## src/rtl/redpi_pll_ctrl.sv

```systemverilog
// PLL bring-up controller: sequences PLL reset/power-down, qualifies the lock flag,
// and releases the downstream active-low reset only after lock has been stable.
module redpi_pll_ctrl #(
  parameter int unsigned RST_CYCLES    = 4,
  parameter int unsigned LOCK_TIMEOUT  = 1024,
  parameter int unsigned STABLE_CYCLES = 256,
  parameter int unsigned MAX_RETRY     = 3,
  parameter int unsigned LOST_W        = 8
) (
  input  logic              clk_in,
  input  logic              rstn,
  input  logic              pll_locked,
  input  logic              pd_req,
  input  logic              retry_req,
  output logic              pll_reset,
  output logic              pll_pwrdn,
  output logic              sys_rstn,
  output logic              lock_ok,
  output logic              fail,
  output logic [7:0]        retry_cnt,
  output logic [LOST_W-1:0] lost_cnt,
  output logic [2:0]        state_o
);

  localparam int unsigned MAXC_A = (RST_CYCLES > LOCK_TIMEOUT) ? RST_CYCLES : LOCK_TIMEOUT;
  localparam int unsigned MAXC   = (MAXC_A > STABLE_CYCLES) ? MAXC_A : STABLE_CYCLES;
  localparam int unsigned CW     = (MAXC > 1) ? $clog2(MAXC) : 1;

  localparam logic [CW-1:0]     RST_LAST    = CW'(RST_CYCLES - 1);
  localparam logic [CW-1:0]     LOCK_LAST   = CW'(LOCK_TIMEOUT - 1);
  localparam logic [CW-1:0]     STABLE_LAST = CW'(STABLE_CYCLES - 1);
  localparam logic [CW-1:0]     CNT_ONE     = CW'(1);
  localparam logic [7:0]        RETRY_MAX   = 8'(MAX_RETRY);
  localparam logic [LOST_W-1:0] LOST_ONE    = LOST_W'(1);

  typedef enum logic [2:0] {
    S_RST       = 3'd0,
    S_WAIT_LOCK = 3'd1,
    S_STABLE    = 3'd2,
    S_RUN       = 3'd3,
    S_FAIL      = 3'd4,
    S_PD        = 3'd5
  } state_t;

  state_t            state, state_nx;
  logic [CW-1:0]     cnt, cnt_nx;
  logic [7:0]        retry_nx, retry_inc;
  logic [LOST_W-1:0] lost_nx;
  logic              lock_meta, locked_s;
  logic              pll_reset_nx, pll_pwrdn_nx, run_nx, fail_nx;

  assign state_o = state;

  always_ff @(posedge clk_in) begin
    if (!rstn) begin
      lock_meta <= 1'b0;
      locked_s  <= 1'b0;
      state     <= S_RST;
      cnt       <= '0;
      retry_cnt <= '0;
      lost_cnt  <= '0;
      pll_reset <= 1'b1;
      pll_pwrdn <= 1'b0;
      sys_rstn  <= 1'b0;
      lock_ok   <= 1'b0;
      fail      <= 1'b0;
    end else begin
      lock_meta <= pll_locked;
      locked_s  <= lock_meta;
      state     <= state_nx;
      cnt       <= cnt_nx;
      retry_cnt <= retry_nx;
      lost_cnt  <= lost_nx;
      pll_reset <= pll_reset_nx;
      pll_pwrdn <= pll_pwrdn_nx;
      sys_rstn  <= run_nx;
      lock_ok   <= run_nx;
      fail      <= fail_nx;
    end
  end

  always_comb begin
    state_nx  = state;
    cnt_nx    = cnt;
    retry_nx  = retry_cnt;
    lost_nx   = lost_cnt;
    retry_inc = retry_cnt + 8'd1;

    // Power-down pre-empts every other transition, including timeout or loss.
    if (pd_req) begin
      state_nx = S_PD;
      cnt_nx   = '0;
    end else begin
      unique case (state)
        S_RST: begin
          if (cnt == RST_LAST) begin
            state_nx = S_WAIT_LOCK;
            cnt_nx   = '0;
          end else begin
            cnt_nx = cnt + CNT_ONE;
          end
        end
        S_WAIT_LOCK: begin
          if (locked_s) begin
            state_nx = S_STABLE;
            cnt_nx   = '0;
          end else if (cnt == LOCK_LAST) begin
            retry_nx = retry_inc;
            cnt_nx   = '0;
            state_nx = (retry_inc == RETRY_MAX) ? S_FAIL : S_RST;
          end else begin
            cnt_nx = cnt + CNT_ONE;
          end
        end
        S_STABLE: begin
          if (!locked_s) begin
            state_nx = S_WAIT_LOCK;
            cnt_nx   = '0;
          end else if (cnt == STABLE_LAST) begin
            state_nx = S_RUN;
            cnt_nx   = '0;
            retry_nx = '0;
          end else begin
            cnt_nx = cnt + CNT_ONE;
          end
        end
        S_RUN: begin
          if (!locked_s) begin
            state_nx = S_RST;
            cnt_nx   = '0;
            if (lost_cnt != '1) lost_nx = lost_cnt + LOST_ONE;
          end
        end
        S_FAIL: begin
          if (retry_req) begin
            state_nx = S_RST;
            cnt_nx   = '0;
            retry_nx = '0;
          end
        end
        S_PD: begin
          state_nx = S_RST;
          cnt_nx   = '0;
        end
        default: begin
          state_nx = S_RST;
          cnt_nx   = '0;
        end
      endcase
    end

    // Outputs are registered from the next state so they move with the state register.
    pll_reset_nx = (state_nx == S_RST) || (state_nx == S_FAIL) || (state_nx == S_PD);
    pll_pwrdn_nx = (state_nx == S_PD);
    run_nx       = (state_nx == S_RUN);
    fail_nx      = (state_nx == S_FAIL);
  end

endmodule
```

## config.mk

```make
export PLATFORM = sky130hd
export DESIGN_NAME = redpi_pll_ctrl
export DESIGN_NICKNAME = d
export VERILOG_FILES = /design/src/rtl/redpi_pll_ctrl.sv
export SDC_FILE = /design/constraint.sdc
export NUM_CORES = 1
export LEC_CHECK = 0
export BUFFER_PORTS_ARGS = -buffer_cell sky130_fd_sc_hd__buf_4
export CAP_MARGIN = 25
export CORE_MARGIN = 2
export CORE_UTILIZATION = 41
export DETAILED_ROUTE_END_ITERATION = 12
export SLEW_MARGIN = 20
export SYNTH_ARGS = -nofsm -noshare
export SYNTH_HDL_FRONTEND = slang
export SYNTH_SLANG_ARGS = --single-unit
```

## constraint.sdc

```tcl
create_clock -name clk_in -period 2.1 [get_ports clk_in]
set_clock_uncertainty 0.2 [all_clocks]
set_input_delay 0.42 -clock clk_in [delete_from_list [all_inputs] [get_ports clk_in]]
set_output_delay 0.42 -clock clk_in [all_outputs]
set_load 0.02 [all_outputs]
```

## After elaboration in Yosys (flattened, before gate mapping)

Index checks and enable logic that the tools add are counted.

- Register bits: 35
- Input port bits: 5
- Output and inout bits: 24
- Logic and storage cells: 67

- Add/sub/neg operators: 3
- Eq/ne operators: 18
- Mux-type cells: 24
- Bitwise gates (word level): 3
- Reductions and logical operators: 9

Operator list:

| kind | count |
|---|---|
| $mux W10 | 7 |
| $pmux W10 S5 | 1 |
| $mux W8 | 5 |
| $mux W3 | 9 |
| $pmux W8 S3 | 1 |
| $add A8 B1 Y8 const B | 2 |
| $pmux W3 S5 | 1 |
| $ne A2 B2 Y1 const B | 6 |
| $add A10 B1 Y10 const B | 1 |
| $eq A10 B10 Y1 const B | 1 |
| $eq A10 B2 Y1 const B | 1 |
| $eq A10 B8 Y1 const B | 1 |
| $eq A3 B2 Y1 const B | 3 |
| $eq A3 B3 Y1 const B | 3 |
| $eq A8 B2 Y1 const B | 1 |
| $ne A8 B8 Y1 const B | 1 |
| $reduce_and A7 Y1 | 1 |
| $logic_not A3 Y1 | 2 |
| $reduce_and A4 Y1 | 1 |
| $eq A3 B1 Y1 const B | 1 |
| $not A1 Y1 | 3 |
| $reduce_bool A3 Y1 | 1 |
| $logic_or A1 B1 Y1 | 2 |
| $reduce_and A2 Y1 | 1 |
| $reduce_or A2 Y1 | 1 |

## Longest topological paths before layout

Gate-level depths: netlist of run 1.

- Depth after elaboration: 10
- Depth in mapped cells: 7
- Depth with buffers taken out: 6

## Worst setup path before layout of run 1

No wires, ideal clock.

- Path kind: reg2reg
- From: register cnt[0]
- To: register cnt[2]
- Setup time: 0.122 ns
- Arrival time: 1.727 ns
- Data required time: 1.778 ns
- Path slack: 0.051 ns
- Stages on the path, launching flop included: 7
- Buffers on the path: 0
- Clock period less this slack: 2.049 ns
- Cell sequence: dfxtp_1 > ha_1 > or3b_1 > o31ai_1 > o211ai_1 > o21bai_2 > nor2_1

- Word-level cells in the longest chain between the ends: 4
- Elaborated cells on any way between the ends: 10
- Classes of those cells: add/sub (1); eq/ne (3); mux (6)

RTL lines:

| what | line | RTL |
|---|---|---|
| start: declaration | 46 | `logic [CW-1:0] cnt, cnt_nx;` |
| start signal: assignment | 71 | `cnt <= cnt_nx;` |
| $add A10 B1 Y10, or another cell as far along | 100, 112, 124 |  |
| $mux W10 (on tied branches) | 119, 107 |  |
| $mux W10 (on tied branches) | 116, 104 |  |
| $pmux W10 S5 (*) | 94 | `unique case (state)` |

Every way passes the cells marked *; elsewhere a longest branch is shown, timed or not.
A chain may end at the register's enable or synchronous reset.

## Worst setup path in the final report of run 1

- From: register cnt[0]
- To: register retry_cnt[4]

- Word-level cells in the longest chain between the ends: 3
- Elaborated cells on any way between the ends: 5
- Classes of those cells: eq/ne (4); reduce/logical (1)

RTL lines:

| what | line | RTL |
|---|---|---|
| $eq A10 B8 Y1 / $eq A10 B10 Y1 (equally long branches) | 119, 107 |  |
| $ne A2 B2 Y1 (no line) | n/a |  |
| $reduce_and A7 Y1 (no line) (*) | n/a |  |
| end signal: assignment | 72 | `retry_cnt <= retry_nx;` |
| end: declaration | 20 | `output logic [7:0] retry_cnt,` |

Marked as above.

==> key figures, run 1 <==
Synth
  • Yosys reg bits: 35
  • Synth Flop Type: dfxtp_1
  • Cells after Synth: 236
  • Yosys top cell by area: dfxtp_1
  • Most frequent cell after synthesis: dfxtp_1
  • Number of synthesized flops with an enable pin: 0
  • Syn Area/Cell: 8.32 um2
  • Net Count, Synth: 245
  • Seq/Total Area, Yosys: 0.357
  • Yosys top cell area share: 0.357
  • Yosys warns: 0
  • Synth cell types: 55
  • Ys async rst share: 0
  • Ranking of synthesized cells by area: dfxtp_1 36%, nor2_1 4.8%, xnor2_1 4.5%
  • Netlist Area Pre-Place: 1960 um2
  • List of most frequent post-synthesis cells: 35 x dfxtp_1, 25 x nor2_1, 16 x nand2_1

STA
  • Period minus WS final: 2.04 ns
  • Max frequency: 489 MHz
  • Finish-stage setup viols: 0
  • Final period util: 0.973
  • Worst slew pin tran: 0.474 ns
  • Worst setup margin: 0.0568 ns
  • Unrepaired setup endpoints after global routing: true
  • Hold Vio Cnt, Final: 0
  • Max-slew headroom: 0.684
  • Final Max Tran Viols: 0

Place
  • Dpl cells: 330
  • Final HPWL DP: 3520 um
  • Placer Congestion: 0.798
  • IO Port Bufs: 28
  • Pre-CTS worst setup slack: -0.0526 ns

Flow run
  • Max-cap violations: 0

Min path
  • Hold path depth: 2
  • Hold Path Sink: lock_meta
  • Min-Delay Path Class: primary input to register
  • Worst Hold Launch: pll_locked

Floorplan
  • Boundary Pins: 29
  • # rows: 25
  • Die width: 73.2 um
  • Core area: 4660 um2
  • Initial Utilization: 0.421
  • Chip Height: 73.2 um
  • Die area: 5360 um2

Power and ir drop
  • Power density cells: 528 nW/um2
  • Worst vdd ir: 0.333 mV
  • LEAKAGE: 0.948 nW

Detailed routing
  • DR iter-0 viols: 166
  • Final wirelength: 4790 um
  • DR vias: 1900
  • DR WL met2: 2210 um
  • WL met1: 2280 um
  • Antenna Violating Nets Remaining: 0
  • WL met3: 227 um
  • 1st-pass router iterations: 4
  • Remaining DRCs: 0
  • WL/cell: 14.1 um
  • Vias per cell: 5.60
  • Max Used Layer: met4

CTS
  • Bufs on Longest Clock Path: 2
  • CTS root buffer: clkbuf_8
  • Cts hold-fix bufs: 0
  • CTS H-tree depth: 2
  • Worst-Skew Late Latency: 0.28 ns
  • Clock sinks: 35
  • Worst-path clk slew: 0.07 ns
  • Num CTS Buffers: 5
  • CTS tree: built

Worst setup path
  • Crit path kind: register to register
  • CP endpoint kind: register
  • CP max-delay cell: dfxtp_1
  • Depth of the most critical reg-to-reg path: 7
  • Critical path peak fanout: 7
  • Largest stage delay on the critical path: 0.33 ns
  • Reg2reg start: cnt[0]
  • FF-to-FF End: retry_cnt[4]
  • Crit-path cells: ha_2 -> buf_4 -> nand3_1 -> nor2_1 -> o2111ai_2 -> and2_4 -> o32ai_1
  • Crit path required time: 2.08 ns
  • CP arrival: 2.03 ns
  • Critical Path Start Type: register
  • Reg-to-reg slack, setup: 0.06 ns

Layout
  • Layout cells sized above 1: 0.295
  • Layout area overhead: 28.6%
  • Fin nets: 294
  • Final Non-Filler Cells: 339
  • # diodes: 0

Global route
  • Initial antenna violation count: 0
  • GRT Overall Usage: 0.189
  • Global-route wire length before repair: 7910 um
  • Grt ovf: 0
  • Largest net degree at the start of global routing: 20
  • Number of global-route vias before repair: 1674

Run status
  • Outcome: finished clean
sequential cells by signal, summed over array words and instances, names as in the netlist:
| register | count |
|---|---|
| state_o | 3 |
| pll_reset | 1 |
| fail | 1 |
| lock_meta | 1 |
| locked_s | 1 |
| retry_cnt | 8 |
| lost_cnt | 8 |
| pll_pwrdn | 1 |
| cnt | 10 |
| lock_ok | 1 |
cell type report:
cell class,count,area (um2)
inverter,8,30.0
clock buffer,6,82.6
timing repair buffer,54,418
fill,483,2130
sequential,35,704
multi-input combinational,181,1220
tap,54,67.6
clock inverter,1,5.00
power by group:
part / internal (W) / switching [W] / total, W
registers: 0.000675 / 0.0000126 / 0.000687
clock network: 0.000257 / 0.000229 / 0.000486
logic: 0.0000751 / 0.0000866 / 0.000162
total: 0.00101 / 0.000328 / 0.00133
logic make-up (layout without fill, tap and decap cells):
family	Yosys count	in the layout	synth area share
adder cells (fa/ha/maj)	4	4	0.0255
AO/OA/AOI/OAI	52	52	0.193
AND/OR/NAND/NOR	107	107	0.299
XOR/XNOR	17	17	0.0758
multiplexers	1	1	0.00510
buffers and inverters	20	69	0.0452
flip-flops	35	35	0.357
how the worst max path moves through the flow:
stage / start / cells after the start / end / slack, ns
6_report: cnt[0] / 7 / retry_cnt[4] / 0.06
5_1_grt: cnt[0] / 7 / retry_cnt[4] / -0.03
4_1_cts: cnt[1] / 7 / retry_cnt[0] / 0.02
3_5_place_dp: cnt[1] / 7 / retry_cnt[0] / -0.05
3_3_place_gp: cnt[1] / 7 / retry_cnt[4] / 0.006
2_1_floorplan: cnt[0] / 6 / cnt[2] / 0.05
cell usage in the layout, fill, tap and decap left out, types with 3 or more instances in the layout:
cell       synthesis  final
buf_4              2     53
nor2_1            25     25
xnor2_1           10     10
a21oi_1           12     12
or3_1              3      3
dfxtp_2            0      3
nor3_1             9      8
xor2_1             7      7
a211oi_1           4      3
inv_1              8      8
nand3_1           15     15
ha_1               4      3
and2_1             6      6
nor3b_1            3      3
o21ai_0            7      7
nand4_1            5      5
dfxtp_1           35     32
a31oi_1            5      5
o32ai_1            4      3
clkbuf_8           0      6
o2bb2ai_1          3      3
nand2_1           16     16
critical path, delay by kind of cell, from the launching register on:
family          cells  cell delay (ns)
fa+ha+maj           1             0.17
flops               1             0.33
buf+inv             1             0.14
compound gates      2             0.52
simple gates        3             0.57
layer usage:
layer | global-route usage | vias up
li1 | - | 963
met1 | 0.250 | 877
met2 | 0.304 | 52
met3 | 0.0373 | 8
met4 | 0.0679 | 0
met5 | 0 | -
metrics by stage:
stage               hold slack, ns  TNS [ns]  cell area (um2)  total power, W   util
floorplan                    0.212         0             1960        0.000792      -
global placement             0.219         0             2380        0.000855  0.510
detailed placement           0.229    -0.108             2380        0.000855  0.510
CTS                          0.141         0             2470         0.00135  0.530
global route                 0.148   -0.0729             2530         0.00140  0.542
finish                       0.145         0             2530         0.00133  0.542
timing repair:
action | 4_1_cts | 5_1_grt
setup buffers | 0 | 2
gates resized for setup | 3 | 12
pin swaps | 0 | 4
endpoints found under the setup margin | 4 | 21
Power figures use the tool's default switching activity.
==> run 2, diff against run 1 <==
--- a/config.mk
+++ b/config.mk
@@ -5,6 +5,7 @@
 export SDC_FILE = /design/constraint.sdc
 export NUM_CORES = 1
 export LEC_CHECK = 0
+export ABC_AREA = 1
 export BUFFER_PORTS_ARGS = -buffer_cell sky130_fd_sc_hd__buf_4
 export CAP_MARGIN = 25
 export CORE_MARGIN = 2
==> run 2 against run 1 <==
Largest power group unchanged. Critical path type unchanged. Core utilization is 2.4 points lower. Flip-flop and latch count stayed put. Synthesized area is 4.2% higher. Worst hold slack worse by 0.032 ns.
==> key figures, run 2 <==
Floorplan
  • Die area: 5570 um2
  • Die width: 74.7 um
  • Chip Height: 74.7 um
  • Boundary Pins: 29
  • # rows: 25
  • Core area: 4750 um2
  • Initial Utilization: 0.431

STA
  • Finish-stage setup viols: 0
  • Period minus WS final: 1.93 ns
  • Max frequency: 519 MHz
  • Hold Vio Cnt, Final: 0
  • Final period util: 0.918
  • Hold slack: 0.113 ns
  • TNS Setup: 0 ns
  • Unrepaired setup endpoints after global routing: false
  • Max-slew headroom: 0.724
  • Final Max Tran Viols: 0
  • Worst slew pin tran: 0.412 ns
  • Worst setup margin: 0.173 ns

Detailed routing
  • WL met1: 2320 um
  • Antenna Violating Nets Remaining: 0
  • DR iter-0 viols: 159
  • 1st-pass router iterations: 4
  • DR vias: 1976
  • Max Used Layer: met4
  • Vias per cell: 4.82
  • WL met3: 215 um
  • DR WL met2: 2050 um
  • Final wirelength: 4660 um
  • WL/cell: 11.4 um
  • Remaining DRCs: 0

CTS
  • CTS tree: built
  • Num CTS Buffers: 5
  • CTS H-tree depth: 2
  • Clock sinks: 35
  • CTS root buffer: clkbuf_8
  • Worst-path clk slew: 0.07 ns
  • CTS resizes: 0
  • Bufs on Longest Clock Path: 2
  • Worst-Skew Late Latency: 0.29 ns

Layout
  • Commonest non-fill, non-tap cells in the layout: 82 x nand2_1, 46 x nor2_1, 38 x buf_4
  • Fin nets: 351
  • Layout area overhead: 20.2%
  • # diodes: 0
  • Largest register FFs: 10
  • Reg with most FFs: cnt
  • Multi-input gate area: 1160 um2
  • Biggest regs: cnt (10), lost_cnt (8), retry_cnt (8)
  • Commonest non-fill, non-tap cell in the layout: nand2_1
  • Register area: 701 um2
  • Layout cells sized above 1: 0.201
  • Layout fillers: 505

Place
  • Placer Congestion: 0.817
  • IO Port Bufs: 28
  • Pre-CTS worst setup slack: 0.201 ns
  • Final HPWL DP: 3540 um

Synth
  • Synth cell types: 35
  • Number of synthesized flops with an enable pin: 0
  • Net Count, Synth: 312
  • Most frequent cell after synthesis: nand2_1
  • Simple-gate area share of the yosys netlist: 0.434
  • Synth Area in Compound Gates: 0.0880
  • Mux contribution to synthesized area: 0
  • Cells after Synth: 303
  • Yosys warns: 0
  • Yosys top cell area share: 0.342
  • Yosys reg bits: 35
  • Yosys top cell by area: dfxtp_1
  • Synth Flop Type: dfxtp_1
  • Synth Area in XOR/XNOR: 0.0214
  • Seq/Total Area, Yosys: 0.342
  • Syn Area/Cell: 6.76 um2
  • Synth Area in Adders: 0.0244
  • List of most frequent post-synthesis cells: 82 x nand2_1, 46 x nor2_1, 35 x dfxtp_1
  • Netlist Area Pre-Place: 2050 um2
  • Ys async rst share: 0
  • Ranking of synthesized cells by area: dfxtp_1 34%, nand2_1 15%, nor2_1 8.4%
  • Largest family of logic cells by synthesized area: simple AND/OR/NAND/NOR gates

Power and ir drop
  • LEAKAGE: 1.17 nW
  • Total power: 0.00140 W
  • Worst vdd ir: 0.346 mV
  • Power density cells: 570 nW/um2

Min path
  • Worst Hold Launch: pll_locked
  • Hold Path Sink: lock_meta
  • Hold path depth: 3
  • Min-Delay Path Class: primary input to register

Worst setup path
  • Largest stage delay on the critical path: 0.37 ns
  • CP max-delay cell: dfxtp_1
  • Reg-to-reg slack, setup: 0.17 ns
  • Cell family with most CP delay: simple AND/OR/NAND/NOR gates
  • Critical Path Start Type: register
  • Reg2reg start: cnt[0]
  • Crit path kind: register to register
  • Crit path required time: 2.08 ns
  • Critical path peak fanout: 5
  • FF-to-FF End: retry_cnt[5]
  • CP arrival: 1.91 ns
  • CP bufs+invs: 1
  • Crit-path cells: ha_1 -> nand2_2 -> nor2_8 -> nand3_2 -> o21ai_4 -> buf_4 -> nand4_1 -> nand2_1 -> nor2_1
  • Depth of the most critical reg-to-reg path: 9
  • CP endpoint kind: register

Flow run
  • Max-cap violations: 0

Global route
  • Number of global-route vias before repair: 1753
  • Global-route wire length before repair: 7920 um
  • GRT Overall Usage: 0.186
  • Largest net degree at the start of global routing: 15
  • Initial antenna violation count: 0
  • Grt ovf: 0

Run status
  • Outcome: finished clean
[run 2: cell types whose count changed after synthesis, sizes merged, moves of 5 or more]
cell   before  now
a31oi       5    0
and2        7    0
inv         8   36
nand2      16   85
nand3      15   27
nand4       5   11
nor2       25   49
xnor2      10    2
[run 2: what timing repair did]
action | 4_1_cts | 5_1_grt
setup endpoints to repair | 0 | 2
buffers inserted | 0 | 4
hold buffers | 0 | 0
[run 2: worst min-delay path: cells and delay by family]
family | cells | cell delay, ns
buffers and inverters | 2 | 0.11
and+or+nand+nor | 1 | 0.04
[run 2: cell type report]
| class | count | area share |
|---|---|---|
| inverters | 38 | 0.0585 |
| multi-input cells | 224 | 0.472 |
| clock buffers | 6 | 0.0295 |
| well taps | 67 | 0.0341 |
| flip-flops and latches | 35 | 0.285 |
| repair buffers | 38 | 0.116 |
| clock inverters | 2 | 0.00508 |
[run 2: where the power goes]
group	internal (W)	switching (W)
registers	0.000685	0.0000230
clock network	0.000232	0.000250
logic	0.0000814	0.000131
[run 2: how the worst max path moves through the flow]
stage / from / end / cells past startpoint
2_1_floorplan: lost_cnt[1] / lost_cnt[6] / 10
3_3_place_gp: cnt[0] / retry_cnt[0] / 8
3_5_place_dp: cnt[0] / retry_cnt[6] / 9
4_1_cts: cnt[0] / retry_cnt[6] / 9
5_1_grt: cnt[0] / retry_cnt[6] / 9
6_report: cnt[0] / retry_cnt[5] / 9
[run 2: cell families after synthesis]
family,count (synthesis)
AND/OR/NAND/NOR,186
buffers and inverters,44
AO/OA/AOI/OAI,29
flip-flops,35
XOR/XNOR,5
adder cells (fa/ha/maj),4
[run 2: routing by layer]
layer	global-route usage	vias up
met5	0	-
met4	0.0675	0
met3	0.0482	7
met2	0.277	44
met1	0.260	875
li1	-	1050
[run 2: metrics by stage]
step / std cells / area [um2] / utilization
final: 410 / 2460 / 0.518
after CTS: 406 / 2430 / 0.511
after detailed placement: 398 / 2350 / 0.493
after floorplan: 303 / 2050 / -
after global routing: 410 / 2460 / 0.518
after global placement: 398 / 2350 / 0.493
